$ cat config.mk
export PLATFORM = sky130hd
export DESIGN_NAME = move_scheduler_flat
export DESIGN_NICKNAME = d
export VERILOG_FILES = /design/src/rtl/move_scheduler_if.sv /design/src/rtl/move_scheduler.sv /design/src/flat_wrapper.sv
export SDC_FILE = /design/constraint.sdc
export NUM_CORES = 2
export LEC_CHECK = 0
export CELL_PAD_IN_SITES_DETAIL_PLACEMENT = 1
export CELL_PAD_IN_SITES_GLOBAL_PLACEMENT = 2
export CORE_MARGIN = 2
export CORE_UTILIZATION = 39
export CTS_CLUSTER_SIZE = 28
export DETAILED_ROUTE_END_ITERATION = 8
export GPL_TIMING_DRIVEN = 0
export PLACE_DENSITY_LB_ADDON = 0.1
export SKIP_CTS_REPAIR_TIMING = 1
export SLEW_MARGIN = 20
export SYNTH_ARGS = -nofsm -noshare
export SYNTH_HDL_FRONTEND = slang
export SYNTH_SLANG_ARGS = --single-unit
$ cat constraint.sdc
create_clock -name clk -period 6.5 [get_ports clk]
set_clock_uncertainty 0.1 [all_clocks]
set_input_delay 0.975 -clock clk [delete_from_list [all_inputs] [get_ports clk]]
set_output_delay 0.975 -clock clk [all_outputs]
set_load 0.02 [all_outputs]
$ cat src/rtl/move_scheduler_if.sv
// Move descriptor write port between the SPI word handler and the move scheduler.
//   wr_valid     : descriptor present on the wr_* buses
//   wr_ready     : scheduler can accept a descriptor this cycle
//   wr_dir       : direction bit for the move
//   wr_duration  : move length in DDA ticks
//   wr_increment : signed initial per-tick increment
//   wr_incinc    : signed per-tick change of increment
interface move_scheduler_if #(
   parameter int unsigned DUR_W = 64,
   parameter int unsigned INC_W = 64
);
   logic             wr_valid;
   logic             wr_ready;
   logic             wr_dir;
   logic [DUR_W-1:0] wr_duration;
   logic [INC_W-1:0] wr_increment;
   logic [INC_W-1:0] wr_incinc;

   modport master (
      output wr_valid,
      output wr_dir,
      output wr_duration,
      output wr_increment,
      output wr_incinc,
      input  wr_ready
   );

   modport slave (
      input  wr_valid,
      input  wr_dir,
      input  wr_duration,
      input  wr_increment,
      input  wr_incinc,
      output wr_ready
   );
endinterface

$ cat src/rtl/move_scheduler.sv
// Buffered coordinated-move sequencer. Move descriptors arrive on a valid/ready port, are
// queued in a 2^BUFFER_BITS ring buffer and executed back-to-back by a clock-divided DDA that
// emits one-cycle step pulses and a direction level for the stepper driver.
//   clk           : system clock
//   resetn        : asynchronous active-low reset
//   wr            : descriptor write port (slave side)
//   clock_divisor : clk cycles per DDA tick, 0 behaves as 1, sampled live
//   abort         : level-sensitive flush/stop, priority over everything
//   step          : one-cycle step pulse
//   dir           : direction of the current/last move
//   busy          : a move is being loaded or run
//   buffer_empty  : no queued descriptors
//   buffer_full   : all buffer slots occupied
//   moves_done    : completed-move counter, wraps
module move_scheduler #(
   parameter int unsigned BUFFER_BITS = 2,
   parameter int unsigned DUR_W       = 64,
   parameter int unsigned INC_W       = 64,
   parameter int unsigned DIV_W       = 24
) (
   input  logic             clk,
   input  logic             resetn,
   move_scheduler_if.slave  wr,
   input  logic [DIV_W-1:0] clock_divisor,
   input  logic             abort,
   output logic             step,
   output logic             dir,
   output logic             busy,
   output logic             buffer_empty,
   output logic             buffer_full,
   output logic [7:0]       moves_done
);

   localparam int unsigned Depth = 2 ** BUFFER_BITS;
   localparam int unsigned PtrW  = BUFFER_BITS + 1;
   localparam int unsigned DescW = 1 + DUR_W + 2 * INC_W;
   // One full step worth of accumulator, subtracted whenever a step is emitted.
   localparam logic [INC_W-1:0] StepK = INC_W'(64'sh7fff_ffff_ffff_ff9b);

   typedef enum logic [1:0] {StIdle, StLoad, StRun} state_e;

   state_e           state_q, state_d;
   logic [PtrW-1:0]  wptr_q, wptr_d, rptr_q, rptr_d;
   logic [DUR_W-1:0] tickdown_q, tickdown_d;
   logic [INC_W-1:0] acc_q, acc_d;
   logic [INC_W-1:0] inc_q, inc_d;
   logic [INC_W-1:0] incinc_q, incinc_d;
   logic [DIV_W-1:0] clkaccum_q, clkaccum_d;
   logic             step_q, step_d;
   logic             dir_q, dir_d;
   logic [7:0]       moves_done_q, moves_done_d;

   logic [DescW-1:0] fifo_mem [Depth];
   logic [DescW-1:0] head;
   logic             head_dir;
   logic [DUR_W-1:0] head_dur;
   logic [INC_W-1:0] head_inc, head_incinc;
   logic             push;
   logic [DIV_W-1:0] div_m1;
   logic [INC_W-1:0] acc_sum;
   logic             acc_pos;

   // Extra pointer MSB distinguishes full from empty when the slot indices match.
   assign buffer_empty = (wptr_q == rptr_q);
   assign buffer_full  = (wptr_q[BUFFER_BITS] != rptr_q[BUFFER_BITS]) &&
                         (wptr_q[BUFFER_BITS-1:0] == rptr_q[BUFFER_BITS-1:0]);
   assign wr.wr_ready  = !buffer_full && !abort;
   assign push         = wr.wr_valid && wr.wr_ready;

   assign head        = fifo_mem[rptr_q[BUFFER_BITS-1:0]];
   assign head_dir    = head[DescW-1];
   assign head_dur    = head[DescW-2 -: DUR_W];
   assign head_inc    = head[2*INC_W-1 -: INC_W];
   assign head_incinc = head[INC_W-1:0];

   assign div_m1  = (clock_divisor == '0) ? '0 : clock_divisor - DIV_W'(1);
   assign acc_sum = acc_q + inc_q;
   // Signed acc_sum > 0: sign bit clear and not zero.
   assign acc_pos = !acc_sum[INC_W-1] && (acc_sum != '0);

   assign step       = step_q;
   assign dir        = dir_q;
   assign busy       = (state_q != StIdle);
   assign moves_done = moves_done_q;

   always_comb begin
      state_d      = state_q;
      wptr_d       = push ? wptr_q + PtrW'(1) : wptr_q;
      rptr_d       = rptr_q;
      dir_d        = dir_q;
      tickdown_d   = tickdown_q;
      acc_d        = acc_q;
      inc_d        = inc_q;
      incinc_d     = incinc_q;
      clkaccum_d   = clkaccum_q;
      step_d       = 1'b0;
      moves_done_d = moves_done_q;

      if (abort) begin
         // push is already blocked by wr_ready, so flushing means rptr catches up.
         rptr_d     = wptr_q;
         state_d    = StIdle;
         acc_d      = '0;
         clkaccum_d = '0;
      end else begin
         unique case (state_q)
            StIdle: begin
               if (!buffer_empty) state_d = StLoad;
            end
            StLoad: begin
               rptr_d     = rptr_q + PtrW'(1);
               dir_d      = head_dir;
               tickdown_d = head_dur;
               inc_d      = head_inc;
               incinc_d   = head_incinc;
               clkaccum_d = '0;
               if (head_dur == '0) begin
                  moves_done_d = moves_done_q + 8'd1;
                  state_d      = StIdle;
               end else begin
                  state_d = StRun;
               end
            end
            StRun: begin
               clkaccum_d = clkaccum_q + DIV_W'(1);
               if (clkaccum_q == div_m1) begin
                  clkaccum_d = '0;
                  step_d     = acc_pos;
                  acc_d      = acc_pos ? acc_sum - StepK : acc_sum;
                  inc_d      = inc_q + incinc_q;
                  tickdown_d = tickdown_q - DUR_W'(1);
                  if (tickdown_q == DUR_W'(1)) begin
                     moves_done_d = moves_done_q + 8'd1;
                     // No pop happens in RUN, so any pending or same-cycle push means work.
                     state_d      = (wptr_d != rptr_q) ? StLoad : StIdle;
                  end
               end
            end
            default: state_d = StIdle;
         endcase
      end
   end

   always_ff @(posedge clk or negedge resetn) begin
      if (!resetn) begin
         state_q      <= StIdle;
         wptr_q       <= '0;
         rptr_q       <= '0;
         dir_q        <= 1'b0;
         tickdown_q   <= '0;
         acc_q        <= '0;
         inc_q        <= '0;
         incinc_q     <= '0;
         clkaccum_q   <= '0;
         step_q       <= 1'b0;
         moves_done_q <= '0;
      end else begin
         state_q      <= state_d;
         wptr_q       <= wptr_d;
         rptr_q       <= rptr_d;
         dir_q        <= dir_d;
         tickdown_q   <= tickdown_d;
         acc_q        <= acc_d;
         inc_q        <= inc_d;
         incinc_q     <= incinc_d;
         clkaccum_q   <= clkaccum_d;
         step_q       <= step_d;
         moves_done_q <= moves_done_d;
      end
   end

   // Descriptor storage needs no reset: slots are only read after being written.
   always_ff @(posedge clk) begin
      if (push) begin
         fifo_mem[wptr_q[BUFFER_BITS-1:0]] <= {wr.wr_dir, wr.wr_duration, wr.wr_increment,
                                               wr.wr_incinc};
      end
   end

endmodule

$ cat src/flat_wrapper.sv
// flat-port wrapper written by rule: the top's interface ports become plain ports
module move_scheduler_flat 
#(
   parameter int unsigned BUFFER_BITS = 2,
   parameter int unsigned DUR_W       = 64,
   parameter int unsigned INC_W       = 64,
   parameter int unsigned DIV_W       = 24
)
  (clk, resetn, clock_divisor, abort, step, dir, busy, buffer_empty, buffer_full, moves_done, wr_wr_valid, wr_wr_dir, wr_wr_duration, wr_wr_increment, wr_wr_incinc, wr_wr_ready);
  move_scheduler_if #(.DUR_W(DUR_W), .INC_W(INC_W)) wr_i ();
  input  logic clk;
  input  logic resetn;
  input  logic [DIV_W-1:0] clock_divisor;
  input  logic abort;
  output logic step;
  output logic dir;
  output logic busy;
  output logic buffer_empty;
  output logic buffer_full;
  output logic [7:0] moves_done;
  input wire logic [$bits(wr_i.wr_valid)-1:0] wr_wr_valid;
  input wire logic [$bits(wr_i.wr_dir)-1:0] wr_wr_dir;
  input wire logic [$bits(wr_i.wr_duration)-1:0] wr_wr_duration;
  input wire logic [$bits(wr_i.wr_increment)-1:0] wr_wr_increment;
  input wire logic [$bits(wr_i.wr_incinc)-1:0] wr_wr_incinc;
  output wire logic [$bits(wr_i.wr_ready)-1:0] wr_wr_ready;
  assign wr_i.wr_valid = wr_wr_valid;
  assign wr_i.wr_dir = wr_wr_dir;
  assign wr_i.wr_duration = wr_wr_duration;
  assign wr_i.wr_increment = wr_wr_increment;
  assign wr_i.wr_incinc = wr_wr_incinc;
  assign wr_wr_ready = wr_i.wr_ready;
  move_scheduler #(.BUFFER_BITS(BUFFER_BITS), .DUR_W(DUR_W), .INC_W(INC_W), .DIV_W(DIV_W)) u_core (.clk(clk), .resetn(resetn), .wr(wr_i), .clock_divisor(clock_divisor), .abort(abort), .step(step), .dir(dir), .busy(busy), .buffer_empty(buffer_empty), .buffer_full(buffer_full), .moves_done(moves_done));
endmodule
Word-level counts from Yosys, hierarchy flattened --
Memories as Yosys holds them, arrays and structs flattened. Cells that the tools add are included.
Word-level totals: bits in registers 298, bits in writable memories 772, bits of input ports 221, output and inout bits 14, word-level logic and storage cells 89, memories kept 1
Cells by class: $add $sub $neg 9, equality and inequality tests 14, mux-type cells 31, bitwise gates (word level) 1, reduce and logical (&&, ||, !) cells 22
Memories:
- u_core.fifo_mem | words 4, bits a word 193, read ports 1, clocked after Yosys merged registers in 0, wr ports 1, line move_scheduler.sv:53 | logic [DescW-1:0] fifo_mem [Depth];
Operators by type and width (count):
- 64-bit two-way mux | 6
- 64-bit one-hot mux with 2 select lines | 2
- 64-bit adder | 2
- 24-bit two-way mux | 3
- 64-bit by 1-bit == test with 1-bit output (second input constant) | 1
- 64-bit zero test | 1
- 64-bit nonzero test | 1
- 64-bit by 1-bit subtractor with 64-bit output (second input constant) | 1
- 64-bit by 63-bit subtractor with 64-bit output (second input constant) | 1
- 24-bit one-hot mux with 2 select lines | 1
- 24-bit by 1-bit adder with 24-bit output (second input constant) | 1
- 24-bit == test | 1
- 24-bit zero test | 1
- 8-bit two-way mux | 3
- 24-bit by 1-bit subtractor with 24-bit output (second input constant) | 1
- 8-bit one-hot mux with 2 select lines | 1
- 2-bit two-way mux | 5
- 2-bit nonzero test | 5
- 3-bit two-way mux | 3
- 8-bit by 1-bit adder with 8-bit output (second input constant) | 1
- 3-bit by 1-bit adder with 3-bit output (second input constant) | 2
- 1-bit two-way mux | 6
- 2-bit by 1-bit inequality test with 1-bit output (second input constant) | 3
- 3-bit by 2-bit inequality test with 1-bit output (second input constant) | 2
- other kinds (16) | 23

Longest topological paths before layout --
depth after elaboration 12, mapped depth 18, depth with buffers taken out 15

Worst setup path before layout --
OpenSTA, ideal clock, no wires.
path kind reg-to-reg, start register u_core.rptr_q[0], end memory u_core.fifo_mem[3][0] (netlist bit), enable pin, library setup time 0.580 ns, data arrival time 6.439 ns, required time 5.820 ns, path slack -0.619 ns, stages on the path, launching flop included 8, buffers on the path 2, clock period less this slack 7.119 ns, cells stage by stage dfrtp_1 clkbuf_1 buf_1 xnor2_1 nand2_1 nor2_1 nor2_1 and3_1
Between the ends: longest elaborated chain between the ends 7
RTL lines:
- start, declared | line move_scheduler.sv:43 | logic [PtrW-1:0] wptr_q, wptr_d, rptr_q, rptr_d;
- start signal, assigned | line move_scheduler.sv:160 | rptr_q <= rptr_d;
- 2-bit == test | line move_scheduler.sv:66 | (wptr_q[BUFFER_BITS-1:0] == rptr_q[BUFFER_BITS-1:0]);
- 1-bit logical AND | line move_scheduler.sv:65 | assign buffer_full = (wptr_q[BUFFER_BITS] != rptr_q[BUFFER_BITS]) &&
- via buffer_full | line flat_wrapper.sv:19 | output logic buffer_full;
- 1-bit zero test | line move_scheduler.sv:67 | assign wr.wr_ready = !buffer_full && !abort;
- 1-bit logical AND | line move_scheduler.sv:67
- via wr_wr_ready | line flat_wrapper.sv:26 | output wire logic [$bits(wr_i.wr_ready)-1:0] wr_wr_ready;
- 1-bit logical AND | line move_scheduler.sv:68 | assign push = wr.wr_valid && wr.wr_ready;
- 1-bit two-way mux | line move_scheduler.sv:174 | if (push) begin
- 1-bit two-way mux (not written as such) | line move_scheduler.sv:175 | fifo_mem[wptr_q[BUFFER_BITS-1:0]] <= {wr.wr_dir, wr.wr_duration, wr.wr_increment,
- end, declared | line move_scheduler.sv:53
The timed path passes the listed nets, and every way through them passes these cells.

Worst setup path in the final report --
start register u_core.inc_q[43], end register u_core.acc_q[62]
Between the ends: longest elaborated chain between the ends 7, elaborated cells on any way between the ends 9, classes of those cells 2 x add/sub; 4 x mux; 3 x reduce/logical
RTL lines:
- start, declared | line move_scheduler.sv:46 | logic [INC_W-1:0] inc_q, inc_d;
- start signal, assigned | line move_scheduler.sv:164 | inc_q <= inc_d;
- 64-bit adder (*) | line move_scheduler.sv:77 | assign acc_sum = acc_q + inc_q;
- branches (longest 2 deep; another with 64-bit by 63-bit subtractor with 64-bit output)
- 64-bit two-way mux (*) | line move_scheduler.sv:129 | acc_d = acc_pos ? acc_sum - StepK : acc_sum;
- 64-bit two-way mux (*) | line move_scheduler.sv:126 | if (clkaccum_q == div_m1) begin
- 64-bit two-way mux (*) | line move_scheduler.sv:106 | unique case (state_q)
- 64-bit two-way mux (*) | line move_scheduler.sv:99 | if (abort) begin
- end signal, assigned | line move_scheduler.sv:151 | acc_q <= '0;
- end signal, assigned | line move_scheduler.sv:163 | acc_q <= acc_d;
- end, declared | line move_scheduler.sv:45 | logic [INC_W-1:0] acc_q, acc_d;
Every way passes the cells marked *. The select of a mux whose other input is x is not followed. A chain may end at the register's enable or synchronous reset.

==> results.txt <==
----------------------------------------------------
[Run status]
  Outcome ... complete, no violations

[Critical path]
  Maximum net fanout on the critical path ... 9
  Flop2flop setup slack ... 270 ps
  Category of the worst setup path launch point ... register
  Kind of end point of the critical path ... register
  Data required time of the critical path ... 6980 ps
  Endpoint arrival time on the critical path ... 6710 ps
  Type of the worst setup path ... register to register

[Yosys]
  Mean instance size in the synthesized netlist ... 12.70 µm²
  Number of warnings issued by yosys ... 0
  Fraction of the yosys area taken by sequential cells ... 56.67%
  Post-Syn Instances ... 4258
  Synth Flop Type ... edfxtp_1
  Mapped cell area ... 0.05407 mm²
  Number of flops mapped to enable cells by yosys ... 772
  Cell variety after synth ... 110
  Register bit count reported by yosys ... 1070
  Post-Syn Nets ... 4623
  Async SR Flop Fraction ... 27.85%

[Routing]
  First-pass iteration count of the detailed router ... 6
  DRT antenna net count ... 0
  DRC viols ... 0
  DR vias ... 38749
  Post-Route WL ... 180200 µm
  Routed wire length per instance ... 27.54 µm
  Via count normalized by instance count ... 5.922
  Iter 0 DRT Violations ... 3162

[Clock tree]
  Number of levels in the clock H-tree ... 3
  Maximum clock insertion buffer count ... 3
  Cell at the root of the clock tree ... clkbuf_16
  CTS sink cnt ... 1070
  CTS tree ... done
  Number of clock buffers inserted by TritonCTS ... 118
  Insertion delay to the later sink of the worst-skew pair ... 790 ps
  Clock transition time at the flip-flop clock pins of the worst setup and hold paths ... 60 ps

[Power]
  Static leakage ... 22.41 nW
  Worst-case vdd ir drop ... 0.2733 mV
  Ratio of total power to cell area ... 446.7 mW/mm²
  Final Total Pwr ... 0.02837 W

[Floorplanning]
  Placement row count ... 136
  Die width ... 376.3 µm
  Die Ht ... 376.3 µm
  I/O pin count ... 235
  Core footprint ... 0.1375 mm²
  Overall die area ... 0.1416 mm²
  Effective utilization at floorplan ... 39.32%

[Placed design]
  Gp weighted congestion ... 0.8929
  Count of buffers inserted at the top-level ports ... 233
  Post-detailed-placement half-perimeter wirelength ... 136400 µm

[GRT]
  Total grt overflow ... 0
  GRT Util Overall ... 25.36%
  Via count of the first global-routing pass ... 39673
  Antenna violations before repair ... 19
  Global-route wire length before repair ... 266800 µm
  Pin count of the biggest net entering global routing ... 83

[Timing]
  Total Neg Setup Slack ... 0 ps
  Final count of pins violating max slew ... 0
  Worst Max-Slew Pin Slew ... 1218 ps
  Unrepaired setup endpoints after global routing ... no
  Shortest clock period the worst path allows after layout ... 6231 ps
  Final Hold Fails ... 0
  Final worst-path cycle share ... 95.86%
  Worst hold-check slack ... 59.37 ps
  Achievable clock frequency ... 160.5 MHz
  Worst rel slew slack ... 17.77%
  Number of failing setup endpoints in the final timing report ... 0

[Hold path]
  Hold/Removal Path Class ... input pin to asynchronous set/reset pin

[Layout]
  Synthesis-to-layout area growth ... 17.49%
  Commonest non-fill, non-tap cells in the layout ... edfxtp_1 (772), nand2_1 (343), dfrtp_1 (298)
  Most common cell after layout, fill and taps aside ... edfxtp_1
  Fillcell total ... 14184
  Fraction of final layout cells sized beyond drive strength 1 ... 13.05%
  Total number of nets in the final design ... 5003
  Core utilization of the finished layout ... 46.20%

[Run]
  Max-Cap Viols ... 0

----------------------------------------------------
-- stage by stage --
| step | std cells | setup slack [ps] | cell area (µm²) |
|---|---|---|---|
| final | 6543 | 268.8 | 63520 |
| after global routing | 6539 | 52.48 | 63510 |
| after CTS | 6537 | 275.4 | 63480 |
| after detailed placement | 6312 | -470.4 | 59360 |
| after global placement | 6285 | -11050 | 58650 |
| after floorplan | 4258 | 1619 | 54070 |
-- synthesized netlist by cell type, types with 21 or more instances --
cell	number	area, µm²
a211oi_1	22	165.2
nor3_1	137	685.7
o211ai_1	35	262.8
nand4_1	74	462.9
buf_2	45	225.2
inv_1	66	247.7
mux4_2	193	4347
and3_1	44	275.3
edfxtp_1	772	23180
a21oi_1	224	1121
xor2_1	70	613.1
nor4_1	68	425.4
nand2b_1	52	325.3
mux2i_1	75	750.7
o21a_1	34	255.2
nor2_1	193	724.4
clkbuf_1	142	533.0
a21o_1	72	540.5
nand2_1	343	1287
ha_1	142	1777
nor2b_1	22	137.6
or4_1	21	157.7
buf_1	22	82.58
nand3_1	109	545.5
a22oi_1	43	322.8
and2_1	31	193.9
o21ai_0	247	1236
a211o_1	23	201.4
xnor2_1	86	753.2
or3_1	64	400.4
o21ai_1	48	240.2
o31ai_1	29	217.7
dfrtp_1	298	7457
mux2_2	68	765.7
-- state kept, by name (all words and copies together) (netlist names), 2 cells and up --
register           flops
u_core.inc_q          64
u_core.wptr_q          3
u_core.rptr_q          3
u_core.clkaccum_q     24
u_core.state_q         2
u_core.acc_q          64
u_core.tickdown_q     64
u_core.incinc_q       64
u_core.fifo_mem      772
u_core.moves_done      8
-- where the power goes --
group	internal [W]	total [W]	switching, W
Clock	0.00410	0.00703	0.00293
Sequential	0.00863	0.00966	0.00104
Combinational	0.00445	0.0117	0.00723
Total	0.0172	0.0284	0.0112
-- kinds of logic (layout without fill, tap and decap cells) --
| family | after synthesis | in the layout | synth area share [%] |
|---|---|---|---|
| AOI/OAI and AO/OA | 972 | 972 | 11.61 |
| xor gates and xnor gates | 160 | 160 | 2.698 |
| adders and majority gates | 144 | 144 | 3.360 |
| buffers and inverters | 284 | 769 | 2.141 |
| DFF | 1070 | 1070 | 56.67 |
| muxes | 336 | 336 | 10.84 |
| other | 0 | 6 | 0 |
| and+or+nand+nor | 1292 | 1292 | 12.68 |
-- per-layer routing --
metal	wire length, µm	up-vias	track usage [%]	share of wire (%)
li1	-	17481	-	-
met1	85090	20063	37.14	47
met2	80640	915	38.64	45
met3	9681	268	4.801	5.4
met4	4661	22	6.604	2.6
met5	138	-	0	0.077
-- critical path, cell delays in order, from the launching register on --
cell and delay (ps):
dfrtp_1 490, ha_1 330, clkbuf_1 440, nand4_1 380, nor4_1 680, nand3_1 160
o211ai_1 780, a21oi_1 180, xnor2_1 590, nand4bb_1 280, or4_1 590, nor4_1 630
mux2i_1 290, nand3_1 110
-- worst paths after layout --
path | cells after the start | to | start
worst min-delay path | 1 | u_core.tickdown_q[12]$_DFFE_PN0P_ | resetn
min in group clk | 1 | u_core.moves_done[7]$_DFFE_PN0P_ | u_core.moves_done[7]$_DFFE_PN0P_
worst max-delay path | 13 | u_core.acc_q[62]$_DFFE_PN0P_ | u_core.inc_q[43]$_DFFE_PN0P_
worst max register to register | 13 | u_core.acc_q[62]$_DFFE_PN0P_ | u_core.inc_q[43]$_DFFE_PN0P_
worst min register to register | 1 | u_core.moves_done[7]$_DFFE_PN0P_ | u_core.moves_done[7]$_DFFE_PN0P_
max in group asynchronous | 3 | u_core.acc_q[25]$_DFFE_PN0P_ | resetn
-- area by class of cell --
cell class,instances,area [µm²],area share [%]
flip-flops and latches,1070,30640,48.23
clock buffers,140,3087,4.859
well taps,1794,2245,3.534
multi-input cells,2904,22330,35.16
diodes,6,15.01,0.02364
plain buffers,218,920.9,1.450
repair buffers,260,2998,4.719
clock inverters,85,1037,1.633
inverters,66,247.7,0.3900
No activity file was read; power rests on OpenSTA's default activity.
